`src/rtl/cpu_ctrl_seq.sv`:
```
// cpu_ctrl_seq: multicycle control sequencer with PC, wait-state memory handshake, branches and call/return
//   clk        rising-edge clock
//   reset      asynchronous active-low reset
//   ir         instruction register contents
//   N, V, Z    datapath status flags
//   c_in       datapath C output (data address / BX target)
//   mem_ready  memory completes the current command this cycle
//   mem_cmd    01 READ, 10 NONE, 11 WRITE
//   mem_addr   PC during fetch, data_addr during load/store
//   pc         current PC
//   load_ir    IR capture strobe
//   readnum, writenum, write, loada, loadb, loadc, loads, asel, bsel, vsel  datapath control
//   halted     in HALT
//   err        in ERR
module cpu_ctrl_seq #(
  parameter int ADDR_W = 9,
  parameter int unsigned RESET_PC = 0,
  parameter int TIMEOUT = 15
) (
  input  logic              clk,
  input  logic              reset,
  input  logic [15:0]       ir,
  input  logic              N,
  input  logic              V,
  input  logic              Z,
  input  logic [15:0]       c_in,
  input  logic              mem_ready,
  output logic [1:0]        mem_cmd,
  output logic [ADDR_W-1:0] mem_addr,
  output logic [ADDR_W-1:0] pc,
  output logic              load_ir,
  output logic [2:0]        readnum,
  output logic [2:0]        writenum,
  output logic              write,
  output logic              loada,
  output logic              loadb,
  output logic              loadc,
  output logic              loads,
  output logic              asel,
  output logic              bsel,
  output logic [1:0]        vsel,
  output logic              halted,
  output logic              err
);
  localparam logic [1:0] CMD_READ = 2'b01, CMD_NONE = 2'b10, CMD_WRITE = 2'b11;
  typedef enum logic [4:0] {
    S_RST, S_IF, S_UPC, S_DEC, S_MOVI, S_MOVR_B, S_MOVR_C, S_ALU_B, S_ALU_A, S_ALU_S,
    S_ALU_C, S_WB, S_LDR_A, S_LDR_C, S_LDR_AD, S_LDR_M, S_STR_A, S_STR_C, S_STR_AD,
    S_STR_B, S_STR_C2, S_STR_M, S_BCC, S_BL, S_BX_B, S_BX_C, S_BX_P, S_HALT, S_ERR
  } state_t;
  state_t state, nxt;
  logic [ADDR_W-1:0] data_addr, sximm;
  logic [7:0] wcnt;
  logic [2:0] opcode, cond, rn, rd, rm;
  logic [1:0] op;
  logic addr_sel, cond_valid, cond_ok, timeout, mem_st, unused_bits;
  assign opcode = ir[15:13];
  assign op = ir[12:11];
  assign cond = ir[10:8];
  assign rn = ir[10:8];
  assign rd = ir[7:5];
  assign rm = ir[2:0];
  assign sximm = ADDR_W'($signed(ir[7:0]));
  assign unused_bits = ^c_in;
  assign mem_addr = addr_sel ? pc : data_addr;
  assign cond_valid = cond <= 3'd4;
  assign cond_ok = cond == 3'd0 ? 1'b1 :
                   cond == 3'd1 ? Z :
                   cond == 3'd2 ? !Z :
                   cond == 3'd3 ? N ^ V : (N ^ V) | Z;
  // wait budget is spent when this is the TIMEOUT-th consecutive not-ready cycle
  assign timeout = wcnt == 8'(TIMEOUT - 1);
  assign mem_st = state == S_IF || state == S_LDR_M || state == S_STR_M;
  always_ff @(posedge clk or negedge reset) begin
    if (!reset) begin
      state <= S_RST;
      pc <= ADDR_W'(RESET_PC);
      data_addr <= '0;
      wcnt <= '0;
    end else begin
      state <= nxt;
      // counter restarts whenever a memory state is (re)entered
      wcnt <= (mem_st && nxt == state) ? wcnt + 8'd1 : 8'd0;
      case (state)
        S_UPC: pc <= pc + ADDR_W'(1);
        S_BCC: if (cond_valid && cond_ok) pc <= pc + sximm;
        S_BL: pc <= pc + sximm;
        S_BX_P: pc <= c_in[ADDR_W-1:0];
        S_LDR_AD, S_STR_AD: data_addr <= c_in[ADDR_W-1:0];
        default: ;
      endcase
    end
  end
  always_comb begin
    nxt = state;
    mem_cmd = CMD_NONE;
    addr_sel = 1'b0;
    load_ir = 1'b0;
    readnum = 3'd0;
    writenum = 3'd0;
    write = 1'b0;
    loada = 1'b0;
    loadb = 1'b0;
    loadc = 1'b0;
    loads = 1'b0;
    asel = 1'b0;
    bsel = 1'b0;
    vsel = 2'b00;
    halted = 1'b0;
    err = 1'b0;
    case (state)
      S_RST: nxt = S_IF;
      S_IF: begin
        mem_cmd = CMD_READ;
        addr_sel = 1'b1;
        load_ir = mem_ready;
        nxt = mem_ready ? S_UPC : timeout ? S_ERR : S_IF;
      end
      S_UPC: nxt = S_DEC;
      S_DEC: case (opcode)
        3'b110: nxt = op == 2'b10 ? S_MOVI : op == 2'b00 ? S_MOVR_B : S_ERR;
        3'b101: nxt = S_ALU_B;
        3'b011: nxt = op == 2'b00 ? S_LDR_A : S_ERR;
        3'b100: nxt = op == 2'b00 ? S_STR_A : S_ERR;
        3'b001: nxt = op == 2'b00 ? S_BCC : S_ERR;
        3'b010: nxt = op == 2'b11 ? S_BL : op == 2'b00 ? S_BX_B : S_ERR;
        3'b111: nxt = S_HALT;
        default: nxt = S_ERR;
      endcase
      S_MOVI: begin
        write = 1'b1;
        writenum = rn;
        vsel = 2'b10;
        nxt = S_IF;
      end
      S_MOVR_B: begin
        readnum = rm;
        loadb = 1'b1;
        nxt = S_MOVR_C;
      end
      S_MOVR_C: begin
        asel = 1'b1;
        loadc = 1'b1;
        nxt = S_WB;
      end
      S_ALU_B: begin
        readnum = rm;
        loadb = 1'b1;
        nxt = S_ALU_A;
      end
      S_ALU_A: begin
        readnum = rn;
        loada = 1'b1;
        nxt = op == 2'b01 ? S_ALU_S : S_ALU_C;
      end
      S_ALU_S: begin
        loads = 1'b1;
        nxt = S_IF;
      end
      S_ALU_C: begin
        loadc = 1'b1;
        nxt = S_WB;
      end
      S_WB: begin
        write = 1'b1;
        writenum = rd;
        nxt = S_IF;
      end
      S_LDR_A, S_STR_A: begin
        readnum = rn;
        loada = 1'b1;
        nxt = state == S_LDR_A ? S_LDR_C : S_STR_C;
      end
      S_LDR_C, S_STR_C: begin
        bsel = 1'b1;
        loadc = 1'b1;
        nxt = state == S_LDR_C ? S_LDR_AD : S_STR_AD;
      end
      S_LDR_AD: nxt = S_LDR_M;
      S_STR_AD: nxt = S_STR_B;
      S_LDR_M: begin
        mem_cmd = CMD_READ;
        write = mem_ready;
        writenum = rd;
        vsel = 2'b11;
        nxt = mem_ready ? S_IF : timeout ? S_ERR : S_LDR_M;
      end
      S_STR_B: begin
        readnum = rd;
        loadb = 1'b1;
        nxt = S_STR_C2;
      end
      S_STR_C2: begin
        asel = 1'b1;
        loadc = 1'b1;
        nxt = S_STR_M;
      end
      S_STR_M: begin
        mem_cmd = CMD_WRITE;
        nxt = mem_ready ? S_IF : timeout ? S_ERR : S_STR_M;
      end
      S_BCC: nxt = cond_valid ? S_IF : S_ERR;
      S_BL: begin
        write = 1'b1;
        writenum = 3'd7;
        vsel = 2'b01;
        nxt = S_IF;
      end
      S_BX_B: begin
        readnum = rd;
        loadb = 1'b1;
        nxt = S_BX_C;
      end
      S_BX_C: begin
        asel = 1'b1;
        loadc = 1'b1;
        nxt = S_BX_P;
      end
      S_BX_P: nxt = S_IF;
      S_HALT: halted = 1'b1;
      S_ERR: err = 1'b1;
      default: nxt = S_ERR;
    endcase
  end
endmodule

```
`config.mk`:
```
export PLATFORM = sky130hd
export DESIGN_NAME = cpu_ctrl_seq
export DESIGN_NICKNAME = d
export VERILOG_FILES = /design/src/rtl/cpu_ctrl_seq.sv
export SDC_FILE = /design/constraint.sdc
export NUM_CORES = 1
export LEC_CHECK = 0
export BUFFER_PORTS_ARGS = -buffer_cell sky130_fd_sc_hd__buf_2
export CORE_ASPECT_RATIO = 0.9
export CORE_UTILIZATION = 41
export CTS_BUF_LIST = sky130_fd_sc_hd__clkbuf_2
export DETAILED_ROUTE_END_ITERATION = 8
export SLEW_MARGIN = 10
export SYNTH_ARGS = -nofsm -noshare
export SYNTH_HDL_FRONTEND = slang
export SYNTH_SLANG_ARGS = --single-unit
```
`constraint.sdc`:
```
create_clock -name clk -period 3.4 [get_ports clk]
set_input_delay 0 -clock clk [delete_from_list [all_inputs] [get_ports clk]]
set_output_delay 0 -clock clk [all_outputs]
set_load 0.01 [all_outputs]
```
* Yosys cells after proc, flatten, opt, wreduce, memory -nomap -nowiden *
Index checks and enable logic that the tools add are counted.

cells by class
  order comparisons = 1
  add/subtract/negate cells = 3
  bitwise gates (word level) = 2
  equal/unequal tests = 44
  multiplexer cells = 42
  reduce and logical (&&, ||, !) cells = 25

operators by type and width
  operator             number
  $pmux 5 s20          1
  $eq 5x5->1 const B   13
  $mux 5               11
  $eq 5x4->1 const B   8
  $pmux 9 s4           1
  $pmux 5 s7           1
  $eq 5x3->1 const B   4
  $mux 9               2
  $pmux 3 s3           2
  $reduce_or 2->1      9
  $mux 4               4
  $mux 1               14
  $eq 3x2->1 const B   4
  $eq 3x3->1 const B   4
  $reduce_or 6->1      2
  $eq 5x2->1 const B   2
  $add 9x1->9 const B  1
  $add 9x9->9          1
  $reduce_or 3->1      3
  $add 8x1->8 const B  1
  $eq 8x4->1 const B   1
  $mux 8               1
  $eq 3x1->1 const B   2
  $pmux 2 s3           1
  21 further kinds     24

storage, ports and cells
  logic and storage cells = 121
  output and inout port bits = 38
  register bits after elaboration = 31

* Longest topological paths before layout *
Gate-level depths: netlist of run 1.

  depth after elaboration = 9
  depth in mapped cells = 12
  depth with buffers taken out = 11

* Worst setup path after synthesis of run 1 *
No wires, ideal clock.

  path kind = register -> register
  start point = register state[3]
  end point = register pc[8]
  arrival = 2.696 ns
  data required time = 3.274 ns
  setup time = 0.126 ns
  path slack = 0.578 ns
  buffers on the path = 1
  stages on the path, launching flop included = 12
  cells stage by stage = dfrtp_1 > buf_6 > nand2b_1 > or3_1 > ha_1 > fa_1 > a21oi_1 > o211ai_1 > o41ai_1 > xor2_1 > o21ai_0 > a221o_1

on the way
  longest elaborated chain between the ends = 3
  elaborated cells on any way between the ends = 8

RTL lines
  item                                                              RTL line  source
  start, declared                                                   51        state_t state, nxt;
  start signal, assigned                                            81        state <= nxt;
  $eq 5x5->1 or $eq 5x2->1 (tied branches)                          84        case (state)
  $reduce_bool 4->1 (no source line) or $ne 2x2->1 (tied branches)  --
  $reduce_and 2->1 (no source line)                                 --
  end signal, assigned                                              85        S_UPC: pc <= pc + ADDR_W'(1);
  end signal, assigned                                              86        S_BCC: if (cond_valid && cond_ok) pc <= pc + sximm;
  end signal, assigned                                              87        S_BL: pc <= pc + sximm;
  end, declared                                                     30        output logic [ADDR_W-1:0] pc,

Several ways; a longest one is shown, not always the timed one.
A chain may end at the register's enable or synchronous reset.

* Worst setup path after layout of run 1 *
  start point = register state[3]
  end point = register pc[7]

The elaborated chain is that of the path after synthesis.

==> impl_metrics.json, run 1 <==
{
  "synth-seq-cells": 31,
  "synth_ff_type": "dfrtp_1",
  "vias": 2906,
  "nets": 475,
  "cts_sinks": 31,
  "cts_tree": "built",
  "period_needed_ns": 3.04,
  "finalSetupViolations": 0,
  "post_cts_resized": 0,
  "hold_viol": 0,
  "crit_type": "flip-flop to flip-flop",
  "htree_levels": 2,
  "yosys.cell_types.count": 60,
  "ios": 76,
  "status": "complete, no violations",
  "postRouteWirelength_um": 7890,
  "worstSkewPairLatency_ns": 0.38,
  "grt.total_usage": 0.224,
  "leakage_nw": 1.53,
  "final_core_util": 0.508,
  "dr.pass1.iters": 4,
  "ys_warn_count": 0,
  "cts_buffers": 5,
  "holdCritPathClass": "input port to flip-flop",
  "dieArea_mm2": 0.00729,
  "period_share": 0.894,
  "routedWlPerCell_um": 15.3,
  "n_antenna_cell": 0,
  "start_util": 0.428,
  "final.setup.tns_ns": 0,
  "io_buffers": 68,
  "drv_cap": 0,
  "tightest_slew_ns": 0.915,
  "skew_ns": 0.0257,
  "die_h_um": 81.1,
  "ir_drop_mv": 0.247,
  "setup.worst_path.end_class": "flip-flop",
  "netlist_area_mm2": 0.00285,
  "grt_pass1_wl_um": 13300,
  "path_delay_family": "compound AO/OA/AOI/OAI gates",
  "maxSlewHeadroom": 0.390,
  "grt-ovfl-total": 0,
  "antenna_found_initial": 0,
  "critPathBufInv": 0,
  "cp_slowest_stage_delay_ns": 0.46,
  "layout_commonest_cell": "buf_2",
  "grt_pass1_vias": 2706,
  "avgSynthCellArea_um2": 8.05,
  "cp-start-kind": "flip-flop",
  "clk_pin_slew_ns": 0.15,
  "setup_ws_ns": 0.360,
  "drive_above_1_share": 0.258,
  "cp.required_ns": 3.69,
  "place_hpwl_um": 5730,
  "maxSlewViolCount": 0,
  "fp.coreArea_mm2": 0.00666,
  "fmax_mhz": 329,
  "routed_via_density": 5.62,
  "post-route-drc-count": 0,
  "grt_max_degree": 32,
  "antenna_left": 0,
  "synth_edf_count": 0,
  "p_total_mw": 2.59,
  "area_growth_pct": 18.6,
  "path_cells": "nand2b_1 -> nor2_1 -> and2_1 -> ha_1 -> a211oi_1 -> o21ai_0 -> a2111oi_0 -> nor3_1 -> xnor2_1 -> o211ai_1",
  "path_max_fanout": 8,
  "die_x_um": 89.9,
  "cp.arrival_ns": 3.33,
  "layout_common_cells": "68 x buf_2, 37 x nand2_1, 31 x dfrtp_1",
  "pre_cts_ws_ns": 0.374,
  "slowest_stage": "nor2_1",
  "rsz0062_at_grt": "no",
  "cts_buffer_depth": 2,
  "pwr_density_cell_mw_per_mm2": 766,
  "drt_iter0_drc": 188,
  "syn_inst": 354,
  "synth_nets": 403,
  "ctsRootBufferMaster": "clkbuf_2",
  "whs_ns": 0.0808,
  "rows": 28,
  "place.gp.congestion": 0.873,
  "synth-seq-area-share": 0.272,
  "postSynth.asyncResetShare": 1.00
}
[stage by stage]
stage / instances / area [um2]
after floorplan: 354 / 2850
after global placement: 499 / 3240
after detailed placement: 499 / 3240
after CTS: 517 / 3380
after global routing: 517 / 3380
final: 517 / 3380
[repair_timing]
action | in CTS | in global routing
endpoints found under the hold margin | 49 | 0
setup buffers | 0 | 0
hold buffers | 10 | 0
[cells in the mapped netlist (all sizes together) (2+ instances only)]
library cell	count	area (um2)
nand2	39	151
dfrtp	31	776
a21oi	29	145
nor2	26	97.6
mux2	20	225
o21ai	20	100
buf	14	86.3
nand3	14	70.1
nor3	13	65.1
inv	11	41.3
ha	10	125
nor2b	10	70.1
xnor2	10	87.6
nand2b	9	56.3
and3	8	50.1
a211oi	7	52.6
and2	7	43.8
o211ai	6	45.0
clkbuf	5	18.8
mux2i	5	50.1
nand4	5	31.3
or3	5	31.3
o22ai	4	25.0
xor2	4	35.0
a21boi	3	22.5
a21o	3	22.5
a22oi	3	22.5
or2	3	18.8
a221o	2	20.0
nand3b	2	15.0
nor4	2	12.5
o21a	2	15.0
o32ai	2	17.5
[cells by family (layout without fill, tap and decap cells)]
kind of cell,Yosys count,in the layout,synth area share
adders and majority gates,11,11,0.0509
buffers and inverters,30,103,0.0514
muxes,25,25,0.0966
DFF,31,31,0.272
AOI/OAI and AO/OA,96,96,0.224
xor gates and xnor gates,14,14,0.0430
and+or+nand+nor,147,147,0.262
[worst min-delay path: stages]
cell and delay, ns:
buf_2 0.13, a221o_1 0.18, nand4_1 0.10
[layout make-up]
class                      count  area (um2)
timing repair buffer          84         485
fill                         680        3280
sequential                    31         776
inverter                      11        41.3
clock inverter                 2        7.51
clock buffer                   6        30.0
multi-input combinational    293        1930
tap                           90         113
[sequential cells by signal, indices dropped and copies added, names as in the netlist]
name / count
data_addr: 9
pc: 9
wcnt: 8
state: 5
[layer usage]
metal / share of wire / up-vias / global-route usage
met4: 0.019 / 0 / 0.0726
li1: - / 1445 / -
met2: 0.45 / 94 / 0.352
met5: 0 / - / 0
met3: 0.057 / 16 / 0.0337
met1: 0.48 / 1351 / 0.317
[report_power, final]
group,leakage [nW],switching (mW),internal [mW]
registers,0.382,0.147,0.504
clock network,0.0281,0.126,0.0494
logic,1.12,0.999,0.764
total,1.53,1.27,1.32
[worst paths after layout]
kind,start,to,slack (ns),depth (start not counted)
max,state[3],pc[7],0.36,10
min,ir[15],state[2],0.08,3
max reg2reg,state[3],pc[7],0.36,10
min reg2reg,data_addr[2],data_addr[2],0.52,1
max in group asynchronous,reset,wcnt[0],2.75,2
min in group asynchronous,reset,data_addr[5],0.17,2
No activity file was read; power rests on OpenSTA's default activity.
==> run 2: changes to the inputs <==
--- a/config.mk
+++ b/config.mk
@@ -10,6 +10,7 @@
 export CORE_UTILIZATION = 41
 export CTS_BUF_LIST = sky130_fd_sc_hd__clkbuf_2
 export DETAILED_ROUTE_END_ITERATION = 8
+export REMOVE_ABC_BUFFERS = 1
 export SLEW_MARGIN = 10
 export SYNTH_ARGS = -nofsm -noshare
 export SYNTH_HDL_FRONTEND = slang
==> run 2 against run 1 <==
  * Global-route usage decreased by 0.38 points
  * Count of clock-buffer cells in the layout down 1
  * Clock power hardly changed
  * Sequential share of layout area shrank 0.076 points
==> impl_metrics.json, run 2 (same netlist as run 1, synthesis figures left out) <==
{
  "status": "complete, no violations",
  "whs_endpoint": "state[2]",
  "ff2ff_setup_slack_ns": 0.38,
  "rr_worst_depth": 10,
  "die_x_um": 89.9,
  "cts_sinks": 31,
  "period_needed_ns": 3.02,
  "maxSlewHeadroom": 0.505,
  "rsz0062_at_grt": "no",
  "htree_levels": 2,
  "routedWlPerCell_um": 15.0,
  "r2r-end": "pc[8]",
  "ctsRootBufferMaster": "clkbuf_2",
  "path_max_fanout": 5,
  "seqPwrFrac": 0.247,
  "layout_commonest_cell": "buf_2",
  "r2r-start": "state[3]",
  "period_share": 0.888,
  "num-fill-cells": 694,
  "cts_buffers": 5,
  "worstHoldStart": "ir[15]",
  "clk_pin_slew_ns": 0.16,
  "cts_tree": "built",
  "fp.coreArea_mm2": 0.00666,
  "rows": 28,
  "combPwrFrac": 0.686,
  "p_clk_frac": 0.067,
  "grt_pass1_vias": 2619,
  "cp-start-kind": "flip-flop",
  "io_buffers": 68,
  "skew_ns": 0.0137,
  "holdBufCountCts": 10,
  "routed_via_density": 5.48,
  "cp.arrival_ns": 3.26,
  "vias": 2839,
  "crit_type": "flip-flop to flip-flop",
  "grt.total_usage": 0.220,
  "post_cts_resized": 0,
  "n_antenna_cell": 0,
  "postRouteWirelength_um": 7790,
  "drt_iter0_drc": 117,
  "worstSkewPairLatency_ns": 0.35,
  "final.setup.tns_ns": 0,
  "layout_common_cells": "68 x buf_2, 37 x nand2_1, 31 x dfrtp_1",
  "grt_pass1_wl_um": 12800,
  "cts_buffer_depth": 2,
  "die_h_um": 81.1,
  "antenna_left": 0,
  "dieArea_mm2": 0.00729,
  "grt-ovfl-total": 0,
  "holdCritPathClass": "input port to flip-flop",
  "reg.largest.list": "data_addr (9), pc (9), wcnt (8)",
  "hold_viol": 0,
  "grt_max_degree": 32,
  "setup.worst_path.end_class": "flip-flop",
  "nets": 477,
  "ir_drop_mv": 0.332,
  "p_total_mw": 2.59,
  "start_util": 0.428,
  "cellInternalPower_mw": 1.32,
  "leakage_nw": 1.53,
  "cts_setup_buffers": 0,
  "area_growth_pct": 19.0,
  "drv_cap": 0,
  "ios": 76,
  "tightest_slew_ns": 0.743,
  "holdPathStages": 3,
  "pwr_density_cell_mw_per_mm2": 763,
  "cp.required_ns": 3.64,
  "finalSetupViolations": 0,
  "post-route-drc-count": 0,
  "place.gp.congestion": 0.910,
  "place_hpwl_um": 5640,
  "maxSlewViolCount": 0,
  "p_sw_frac": 0.490,
  "antenna_found_initial": 0,
  "fmax_mhz": 331,
  "drive_above_1_share": 0.262,
  "dr.pass1.iters": 4,
  "p_switching_mw": 1.27
}
run 2: final cells by class:
type                            count  area, um2  area share
Multi-Input combinational cell    293       1930       0.568
Sequential cell                    31        776       0.229
Timing Repair Buffer               86        500       0.148
Tap cell                           90        113      0.0332
Inverter                           11       41.3      0.0122
Clock buffer                        5       25.0     0.00738
Clock inverter                      2       8.76     0.00258
run 2: how the worst max path moves through the flow:
| stage | end | slack (ns) | from |
|---|---|---|---|
| floorplan | pc[8] | 0.16 | state[2] |
| global placement | pc[8] | 0.51 | state[3] |
| detailed placement | pc[8] | 0.43 | state[3] |
| CTS | pc[8] | 0.39 | state[3] |
| global route | pc[8] | 0.15 | state[3] |
| finish | pc[8] | 0.38 | state[3] |
run 2: worst max-delay path, stage by stage, from the launching register on:
cell and delay, ns:
dfrtp_1 0.41, nand2b_1 0.21, or3_1 0.33, ha_1 0.23, fa_1 0.42, a21oi_1 0.20
o211ai_1 0.14, o41ai_1 0.35, xor2_1 0.19, o21ai_0 0.12, a221o_1 0.31
run 2: metrics by stage:
stage               setup slack (ns)  cell area (um2)  utilization  hold WS [ns]  instances
global route                   0.148             3390        0.509        0.0704        518
global placement               0.506             3260        0.489         0.106        501
finish                         0.380             3390        0.509        0.0822        518
detailed placement             0.429             3260        0.489         0.104        501
CTS                            0.393             3390        0.509        0.0592        518
floorplan                      0.163             2740            -        -0.296        335
run 2: power groups by stage:
stage / sequential (mW) / clock (mW) / combinational [mW]
floorplan: 0.740 / 0 / 1.10
global placement: 0.635 / 0 / 1.75
detailed placement: 0.643 / 0 / 1.76
CTS: 0.635 / 0.180 / 1.77
global route: 0.660 / 0.197 / 1.96
finish: 0.639 / 0.172 / 1.78
run 2: routing by layer:
layer,part of all wire,GRT usage,routed length (um)
met2,0.44,0.352,3450
met5,0,0,0
met1,0.51,0.316,3980
met4,0.0068,0.0548,53
met3,0.039,0.0290,302
==> run 3: changes to the inputs <==
--- a/config.mk
+++ b/config.mk
@@ -5,11 +5,11 @@
 export SDC_FILE = /design/constraint.sdc
 export NUM_CORES = 1
 export LEC_CHECK = 0
-export BUFFER_PORTS_ARGS = -buffer_cell sky130_fd_sc_hd__buf_2
 export CORE_ASPECT_RATIO = 0.9
 export CORE_UTILIZATION = 41
 export CTS_BUF_LIST = sky130_fd_sc_hd__clkbuf_2
 export DETAILED_ROUTE_END_ITERATION = 8
+export DONT_BUFFER_PORTS = 1
 export REMOVE_ABC_BUFFERS = 1
 export SLEW_MARGIN = 10
 export SYNTH_ARGS = -nofsm -noshare
==> run 3 against run 2 <==
  * Combinational power is 10% lower
  * Clock power grew 51%
  * Non-clock buffer count is 63 lower
  * Largest cell class unchanged
  * Highest routed layer unchanged
==> impl_metrics.json, run 3 (same netlist as run 1, synthesis figures left out) <==
{
  "ctsRootBufferMaster": "clkbuf_2",
  "area_growth_pct": 10.2,
  "tightest_slew_ns": 0.526,
  "skew_ns": 0.0142,
  "drv_cap": 0,
  "reg.largest.list": "data_addr (9), pc (9), wcnt (8)",
  "maxSlewHeadroom": 0.649,
  "start_util": 0.428,
  "fin_cells": 455,
  "io_buffers": 0,
  "cp.required_ns": 3.67,
  "routedWlPerCell_um": 16.8,
  "antenna_left": 0,
  "ios": 76,
  "post-route-drc-count": 0,
  "ff2ff_setup_slack_ns": 0.41,
  "path_cells": "nand2b_1 -> or3_1 -> ha_1 -> fa_1 -> a21oi_1 -> o211ai_1 -> o41ai_1 -> xor2_1 -> o21ai_0 -> a221o_1",
  "cp_slowest_stage_delay_ns": 0.42,
  "grt_pass1_wl_um": 12200,
  "place_hpwl_um": 5460,
  "setup.worst_path.end_class": "flip-flop",
  "whs_ns": 0.0162,
  "maxSlewViolCount": 0,
  "drt_iter0_drc": 138,
  "layout_commonest_cell": "nand2_1",
  "cp.arrival_ns": 3.26,
  "grt_max_degree": 32,
  "die_x_um": 89.9,
  "cp-start-kind": "flip-flop",
  "nets": 414,
  "slowest_stage": "dfrtp_1",
  "routed_via_density": 5.93,
  "crit_end": "pc[8]",
  "antenna_found_initial": 0,
  "ir_drop_mv": 0.308,
  "holdCritPathClass": "input port to flip-flop",
  "crit_type": "flip-flop to flip-flop",
  "holdBufCountCts": 16,
  "path_max_fanout": 5,
  "finalSetupViolations": 0,
  "crit_start": "state[3]",
  "r2r-end": "pc[8]",
  "r2r-start": "state[3]",
  "leakage_nw": 1.28,
  "period_needed_ns": 2.99,
  "dr.pass1.iters": 4,
  "die_h_um": 81.1,
  "n_antenna_cell": 0,
  "rsz0062_at_grt": "no",
  "cts_buffer_depth": 2,
  "fmax_mhz": 335,
  "post-place-cells": 432,
  "grt_pass1_vias": 2467,
  "rows": 28,
  "layout_common_cells": "37 x nand2_1, 31 x dfrtp_1, 29 x a21oi_1",
  "dieArea_mm2": 0.00729,
  "status": "complete, no violations",
  "drive_above_1_share": 0.123,
  "worstSkewPairLatency_ns": 0.38,
  "cts_tree": "built",
  "place.gp.congestion": 0.861,
  "grt-ovfl-total": 0,
  "pwr_density_cell_mw_per_mm2": 799,
  "htree_levels": 2,
  "grt.total_usage": 0.210,
  "postRouteWirelength_um": 7660,
  "cts_setup_buffers": 0,
  "rr_worst_depth": 10,
  "clk_pin_slew_ns": 0.17,
  "cts_sinks": 31,
  "hold_viol": 0,
  "fp.coreArea_mm2": 0.00666,
  "cts_buffers": 5,
  "vias": 2698,
  "final.setup.tns_ns": 0,
  "post_cts_resized": 0,
  "period_share": 0.878
}
run 3: changes by cell type in the layout (fill, tap and decap cells not counted):
cell and delta:
dlygate4sd3_1 +5, clkinv_1 -1, bufinv_16 +1, buf_2 -68
buf_12 +1, buf_4 -1, clkbuf_2 +1, clkinv_2 -1
run 3: report_power, final:
group	switching, mW	internal (mW)	leakage, nW	total (mW)
logic	0.944	0.652	0.859	1.60
registers	0.147	0.504	0.382	0.651
clock network	0.136	0.124	0.0391	0.260
total	1.23	1.28	1.28	2.51
run 3: worst max-delay path, delay by kind of cell (launching register included):
kind,cells,cell delay (ns)
compound gates,5,1.07
fa+ha+maj,2,0.64
simple gates,2,0.54
flops,1,0.42
xor+xnor,1,0.20
run 3: metrics by stage:
| step | utilization | instance area (um2) | setup WS (ns) | total power [mW] |
|---|---|---|---|---|
| 3_5_place_dp | 0.437 | 2910 | 0.450 | 2.20 |
| 5_1_grt | 0.472 | 3140 | 0.149 | 2.70 |
| 3_3_place_gp | 0.437 | 2910 | 0.498 | 2.17 |
| 6_report | 0.472 | 3140 | 0.414 | 2.51 |
| 2_1_floorplan | - | 2740 | 0.163 | 1.84 |
| 4_1_cts | 0.472 | 3140 | 0.414 | 2.51 |
run 3: cell type report:
cell class              count  area [um2]
clock buffers               6        30.0
clock inverters             1        30.0
fillers                   672        3520
inverters                  11        41.3
multi-input cells         293        1930
flip-flops and latches     31         776
well taps                  90         113
repair buffers             23         223
run 3: layer usage:
metal | wire length (um) | global-route usage | part of all wire
met1 | 3660 | 0.287 | 0.48
met5 | 0 | 0 | 0
met4 | 119 | 0.0742 | 0.016
met2 | 3440 | 0.338 | 0.45
met3 | 437 | 0.0375 | 0.057
run 3: how the worst min path moves through the flow:
stage	startpoint	to	slack [ns]	depth (start not counted)
after global routing	ir[15]	state[1]	0.03	3
after CTS	ir[15]	state[1]	0.007	3
after detailed placement	reset	data_addr[0]	-0.30	0
after global placement	reset	data_addr[0]	-0.30	0
after floorplan	reset	data_addr[0]	-0.30	0
final	ir[15]	state[1]	0.02	3
